### config.mk
export PLATFORM = sky130hd
export DESIGN_NAME = jtdd_snd_romarb
export DESIGN_NICKNAME = d
export VERILOG_FILES = /design/src/rtl/jtdd_snd_romarb.sv
export SDC_FILE = /design/constraint.sdc
export NUM_CORES = 1
export LEC_CHECK = 0
export BUFFER_PORTS_ARGS = -buffer_cell sky130_fd_sc_hd__buf_2
export CAP_MARGIN = 15
export CORE_MARGIN = 8
export CORE_UTILIZATION = 37
export CTS_CLUSTER_DIAMETER = 40
export CTS_CLUSTER_SIZE = 12
export DETAILED_ROUTE_END_ITERATION = 7
export PLACE_DENSITY_LB_ADDON = 0.3
export SLEW_MARGIN = 20
export SYNTH_ARGS = -nofsm -noshare
export SYNTH_HDL_FRONTEND = slang
export SYNTH_SLANG_ARGS = --single-unit
export TNS_END_PERCENT = 5
### constraint.sdc
create_clock -name clk -period 7 [get_ports clk]
set_clock_uncertainty 0.15 [all_clocks]
set_input_delay 1.4 -clock clk [delete_from_list [all_inputs] [get_ports clk]]
set_output_delay 1.4 -clock clk [all_outputs]
set_load 0.05 [all_outputs]
### src/rtl/jtdd_snd_romarb.sv
// Sound ROM arbiter: three clients (CPU, ADPCM0, ADPCM1) share one 8-bit
// SDRAM read port. Each client owns a one-byte tag cache. The CPU always wins;
// the two ADPCM channels alternate when both are waiting.

// One-entry tag cache for a single client. Filled only by the arbiter; the
// valid bit is never cleared except by reset because ROM contents are static.
module jtdd_snd_romarb_cache #(
  parameter int W = 16
) (
  input  logic         clk,
  input  logic         rstn,
  input  logic         cs,
  input  logic [W-1:0] addr,
  input  logic         fill,
  input  logic [W-1:0] fill_addr,
  input  logic [7:0]   fill_data,
  output logic [7:0]   data,
  output logic         ok,
  output logic         miss
);
  logic [W-1:0] tag_q, tag_d;
  logic [7:0]   data_q, data_d;
  logic         valid_q, valid_d;
  logic         hit;

  // Hit uses the pre-edge tag, so a fill is visible one cycle later
  assign hit  = valid_q & (addr == tag_q);
  assign ok   = cs & hit;
  assign miss = cs & ~hit;
  assign data = data_q;

  // Load tag/data from the fetched address when the arbiter completes a fill
  always_comb begin
    tag_d   = tag_q;
    data_d  = data_q;
    valid_d = valid_q;
    if (fill) begin
      tag_d   = fill_addr;
      data_d  = fill_data;
      valid_d = 1'b1;
    end
  end

  // Cache registers
  always_ff @(posedge clk or negedge rstn) begin
    if (!rstn) begin
      tag_q   <= '0;
      data_q  <= '0;
      valid_q <= 1'b0;
    end else begin
      tag_q   <= tag_d;
      data_q  <= data_d;
      valid_q <= valid_d;
    end
  end
endmodule

module jtdd_snd_romarb #(
  parameter int            AW         = 18,
  parameter logic [AW-1:0] CPU_OFFSET = 18'h00000,
  parameter logic [AW-1:0] AD0_OFFSET = 18'h10000,
  parameter logic [AW-1:0] AD1_OFFSET = 18'h20000
) (
  input  logic          clk,
  input  logic          rstn,
  input  logic [14:0]   cpu_addr,
  input  logic          cpu_cs,
  output logic [7:0]    cpu_data,
  output logic          cpu_ok,
  input  logic [15:0]   ad0_addr,
  input  logic          ad0_cs,
  output logic [7:0]    ad0_data,
  output logic          ad0_ok,
  input  logic [15:0]   ad1_addr,
  input  logic          ad1_cs,
  output logic [7:0]    ad1_data,
  output logic          ad1_ok,
  output logic [AW-1:0] mem_addr,
  output logic          mem_cs,
  input  logic [7:0]    mem_data,
  input  logic          mem_ok
);
  localparam int NCLI = 3;  // 0 = CPU, 1 = ADPCM0, 2 = ADPCM1

  typedef enum logic [1:0] {S_IDLE, S_SETTLE, S_WAIT} state_t;

  state_t         state_q, state_d;
  logic [1:0]     gnt_q, gnt_d;
  logic           rr_q, rr_d;      // 0: ADPCM0 favoured on a tie
  logic           mem_cs_q, mem_cs_d;
  logic [AW-1:0]  mem_addr_q, mem_addr_d;
  logic [15:0]    fetch_q, fetch_d;

  // CPU address is zero-extended so all clients share one 16-bit cache shape
  logic [NCLI-1:0][15:0] cli_addr;
  logic [NCLI-1:0]       cli_cs, cli_ok, cli_miss, cli_fill;
  logic [NCLI-1:0][7:0]  cli_data;
  logic [AW-1:0]         offset;

  assign cli_addr = {ad1_addr, ad0_addr, {1'b0, cpu_addr}};
  assign cli_cs   = {ad1_cs, ad0_cs, cpu_cs};

  generate
    for (genvar i = 0; i < NCLI; i++) begin : g_cli
      assign cli_fill[i] = (state_q == S_WAIT) & mem_ok & (gnt_q == 2'(i));
      jtdd_snd_romarb_cache #(.W(16)) u_cache (
        .clk       (clk),
        .rstn      (rstn),
        .cs        (cli_cs[i]),
        .addr      (cli_addr[i]),
        .fill      (cli_fill[i]),
        .fill_addr (fetch_q),
        .fill_data (mem_data),
        .data      (cli_data[i]),
        .ok        (cli_ok[i]),
        .miss      (cli_miss[i])
      );
    end
  endgenerate

  assign {ad1_ok, ad0_ok, cpu_ok} = cli_ok;
  assign cpu_data = cli_data[0];
  assign ad0_data = cli_data[1];
  assign ad1_data = cli_data[2];
  assign mem_cs   = mem_cs_q;
  assign mem_addr = mem_addr_q;

  // Next-state logic: grant in IDLE, skip possibly stale mem_ok in SETTLE,
  // complete in WAIT on mem_ok
  always_comb begin
    state_d    = state_q;
    gnt_d      = gnt_q;
    rr_d       = rr_q;
    mem_cs_d   = mem_cs_q;
    mem_addr_d = mem_addr_q;
    fetch_d    = fetch_q;
    offset     = CPU_OFFSET;
    case (state_q)
      S_IDLE: begin
        if (|cli_miss) begin
          if (cli_miss[0]) begin
            gnt_d  = 2'd0;
            offset = CPU_OFFSET;
          end else if (cli_miss[1] && (!cli_miss[2] || !rr_q)) begin
            gnt_d  = 2'd1;
            offset = AD0_OFFSET;
            rr_d   = 1'b1;
          end else begin
            gnt_d  = 2'd2;
            offset = AD1_OFFSET;
            rr_d   = 1'b0;
          end
          fetch_d    = cli_addr[gnt_d];
          mem_addr_d = offset + {{(AW-16){1'b0}}, cli_addr[gnt_d]};
          mem_cs_d   = 1'b1;
          state_d    = S_SETTLE;
        end
      end
      S_SETTLE: state_d = S_WAIT;
      S_WAIT: begin
        if (mem_ok) begin
          mem_cs_d = 1'b0;
          state_d  = S_IDLE;
        end
      end
      default: begin
        mem_cs_d = 1'b0;
        state_d  = S_IDLE;
      end
    endcase
  end

  // Arbiter state and registered SDRAM request
  always_ff @(posedge clk or negedge rstn) begin
    if (!rstn) begin
      state_q    <= S_IDLE;
      gnt_q      <= 2'd0;
      rr_q       <= 1'b0;
      mem_cs_q   <= 1'b0;
      mem_addr_q <= '0;
      fetch_q    <= '0;
    end else begin
      state_q    <= state_d;
      gnt_q      <= gnt_d;
      rr_q       <= rr_d;
      mem_cs_q   <= mem_cs_d;
      mem_addr_q <= mem_addr_d;
      fetch_q    <= fetch_d;
    end
  end
endmodule

==> load_flow_metrics.sql <==
INSERT INTO impl_metrics (metric_group, metric, value, unit) VALUES
('setup_path', 'timing.critical_path.to_type', 'output port', ''),
('yosys', 'synthesis.area', '4480', 'um^2'),
('setup_path', 'setup.worst_path.class', 'input pin to output port', ''),
('final_layout', 'multi_input_area', '1970', 'um^2'),
('sta', 'post-route-min-period', '4.57', 'ns'),
('global_route', 'grt_start_max_net_pins', '57', ''),
('route', 'final_antenna_net_count', '0', ''),
('global_route', 'global_route_wire_length_before_repair', '20300', 'um'),
('sta', 'timing_max_transition_violations_final', '0', ''),
('route', 'wl_per_cell', '21.0', 'um'),
('clocking', 'tritoncts', 'yes', ''),
('yosys', 'synth_edf_count', '0', ''),
('setup_path', 'max_stage_delay', '0.49', 'ns'),
('route', 'detail_route.drc_violations', '0', ''),
('setup_path', 'critical_path_arrival', '3.02', 'ns'),
('setup_path', 'critPathSlowestCell', 'nor4_1', ''),
('flow_run', 'cap_violations', '0', ''),
('sta', 'grt_setup_unrepaired', 'no', ''),
('global_route', 'initial_antenna_violation_count', '1', ''),
('final_layout', 'share_of_layout_cells_above_drive_strength_1', '44.7', '%'),
('sta', 'timing.fmax', '219', 'MHz'),
('yosys', 'ys_warn_count', '0', ''),
('global_route', 'gr-total-overflow', '0', ''),
('yosys', 'syn_nets', '407', ''),
('outcome', 'outcome', 'completed', ''),
('placed_design', 'hpwl', '9340', 'um'),
('yosys', 'synth_simple_gate_area_share', '6.28', '%'),
('sta', 'final_min_period_over_clock_period', '65.3', '%'),
('yosys', 'largest_family_of_logic_cells_by_synthesized_area', 'multiplexers', ''),
('clocking', 'cts_inserted_buffers', '9', ''),
('clocking', 'cts-root-to-sink-buffers', '2', ''),
('route', 'drt_first_iter_violations', '224', ''),
('pwr', 'static-leakage-power', '2.60', 'nW'),
('setup_path', 'cp_cell_sequence', 'buf_2 > xor2_1 > nor4_1 > nand4_1 > nor3_1 > buf_2', ''),
('placed_design', 'routabilityCongestion', '0.765', ''),
('clocking', 'cts.clk_slew.worst_paths', '0.06', 'ns'),
('clocking', 'ctsRootBufferMaster', 'clkbuf_16', ''),
('floorplan', 'floorplan.die_area', '15900', 'um^2'),
('clocking', 'clk-insertion-delay-late', '0.34', 'ns'),
('yosys', 'post_synth_num_cell_types', '31', ''),
('yosys', 'netlist_instances', '346', ''),
('pwr', 'vdd_ir_drop_max', '0.299', 'mV'),
('clocking', 'cts.sinks', '97', ''),
('floorplan', 'initial_cell_density_of_the_core', '37.6', '%'),
('sta', 'worstMarginPinSlew', '0.914', 'ns'),
('setup_path', 'setup.worst_path.start_class', 'input pin', ''),
('sta', 'finalHoldViolations', '0', ''),
('yosys', 'synth.top_cells.by_area', 'dfrtp_1 54%, mux2_2 18%, xor2_1 5.9%, mux2i_1 3.8%, xnor2_1 3.3%', ''),
('placed_design', 'io_buffer_count', '106', ''),
('clocking', 'number_of_hold_repair_buffers_added_at_the_cts_stage', '0', ''),
('floorplan', 'floorplan.die.width', '126', 'um'),
('global_route', 'grt_busiest_layer', 'met2', ''),
('yosys', 'area_fraction_in_compound_gates_after_synthesis', '6.03', '%'),
('final_layout', 'final_net_count', '515', ''),
('clocking', 'htree_levels', '3', ''),
('pwr', 'p_per_area', '492', 'nW/um^2'),
('clocking', 'cts.repair_timing.setup_buffer_count', '0', ''),
('route', 'via_count', '3205', ''),
('setup_path', 'worst-path-max-fanout', '3', ''),
('yosys', 'yosys_register_bits', '97', ''),
('floorplan', 'core_area', '11900', 'um^2'),
('floorplan', 'die_height', '126', 'um'),
('yosys', 'post_synth_fa_ha_maj_area_fraction', '0', '%'),
('setup_path', 'critical_path_buf_inv_count', '2', ''),
('setup_path', 'cpMostUsedCell', 'buf_2', ''),
('yosys', 'yosysSeqAreaShare', '54.1', '%'),
('yosys', 'synth_top_cells_by_count', '97 x dfrtp_1, 73 x mux2_2, 30 x xor2_1, 18 x nand3_1, 18 x o21ai_0', ''),
('route', 'wirelength', '12700', 'um'),
('yosys', 'syn_avg_cell_area', '13.0', 'um^2'),
('yosys', 'synth.most_common_cell', 'dfrtp_1', ''),
('final_layout', 'nFillCells', '1144', '');
[cells in the final DEF, fill, tap and decap left out]
| cell type | Yosys | layout |
|---|---|---|
| a31oi_1 | 1 | 1 |
| o21ai_0 | 18 | 18 |
| nand3b_1 | 1 | 1 |
| nor2_1 | 6 | 6 |
| o21a_1 | 1 | 1 |
| clkinv_2 | 0 | 2 |
| xnor2_1 | 17 | 17 |
| nand2_1 | 2 | 2 |
| o21ai_1 | 2 | 2 |
| buf_2 | 2 | 105 |
| nand2b_1 | 3 | 3 |
| nor3_1 | 3 | 2 |
| or2_2 | 3 | 3 |
| dfrtp_1 | 97 | 97 |
| xor2_1 | 30 | 30 |
| o211ai_1 | 16 | 16 |
| and2_1 | 1 | 1 |
| nor4_1 | 8 | 8 |
| mux2i_1 | 17 | 17 |
| mux2_2 | 73 | 73 |
| a22o_1 | 1 | 1 |
| nand3_1 | 18 | 18 |
| nor3_2 | 0 | 1 |
| clkbuf_8 | 0 | 1 |
| clkbuf_16 | 0 | 9 |
| buf_4 | 1 | 8 |
| inv_1 | 3 | 3 |
| or3_1 | 1 | 1 |
| bufinv_16 | 0 | 1 |
| a21o_1 | 1 | 1 |
| diode_2 | 0 | 1 |
| clkbuf_1 | 9 | 3 |
| nand4_1 | 5 | 5 |
| nor3b_2 | 0 | 1 |
| a211oi_4 | 1 | 1 |
[worst reg2reg max path: cells and delay by family, from the launching register on]
family | cells | cell delay [ns]
AO/OA/AOI/OAI | 3 | 1.10
XOR/XNOR | 1 | 0.19
AND/OR/NAND/NOR | 3 | 1.46
flip-flops | 1 | 0.39
[worst paths after layout]
check                                     startpoint                        end  depth (start not counted)  slack [ns]
setup / recovery                         ad1_addr[1]                     ad1_ok                          6        2.43
hold / removal              g_cli[0].u_cache.valid_q   g_cli[0].u_cache.valid_q                          1        0.32
setup reg to reg           g_cli[2].u_cache.tag_q[1]                mem_addr[3]                          7        3.56
hold reg to reg             g_cli[0].u_cache.valid_q   g_cli[0].u_cache.valid_q                          1        0.32
max in group asynchronous                       rstn   g_cli[1].u_cache.data[6]                          2        4.69
min in group asynchronous                       rstn  g_cli[1].u_cache.tag_q[4]                          1        0.89
[cells by family (layout without fill, tap and decap cells)]
| group | Yosys count | in the layout |
|---|---|---|
| buffers and inverters | 19 | 132 |
| DFF | 97 | 97 |
| xor gates and xnor gates | 47 | 47 |
| and+or+nand+nor | 52 | 52 |
| AOI/OAI and AO/OA | 41 | 41 |
| other | 0 | 1 |
| muxes | 90 | 90 |
[metrics by stage]
step	total power, W	std cells	instance area [um^2]	setup slack, ns	hold slack, ns
after floorplan	0.00186	346	4480	2.39	0.284
after global placement	0.00218	590	5170	2.44	0.303
after detailed placement	0.00222	590	5170	2.45	0.308
after CTS	0.00272	606	5460	2.44	0.324
after global routing	0.00283	606	5460	2.31	0.344
final	0.00269	607	5470	2.43	0.321
[state kept, by name, summed over array words and instances (netlist names)]
signal,flops
gnt_q,2
state_q,2
g_cli.u_cache.valid_q,3
g_cli.u_cache.tag_q,48
g_cli.u_cache.data,24
mem_addr,16
mem_cs,1
rr_q,1
[cell type report]
cell class                      count  share of cell area (%)
Tap cell                          147                    3.36
Timing Repair Buffer              113                    10.7
Clock buffer                       13                    4.58
Sequential cell                    97                    44.4
Antenna cell                        1                  0.0458
Inverter                            3                   0.206
Clock inverter                      3                   0.732
Multi-Input combinational cell    230                    36.0
[routing by layer]
metal | vias up | wire length [um]
met4 | 2 | 158
met3 | 15 | 1170
met5 | - | 10
li1 | 1457 | -
met1 | 1610 | 5530
met2 | 121 | 5870
[where the power goes]
part           internal [W]  switching (W)  total [W]  leakage (nW)
Clock              0.000286       0.000205   0.000492         0.144
Sequential         0.000820       0.000190    0.00101          1.21
Combinational      0.000408       0.000781    0.00119          1.25
Power figures use the tool's default switching activity.
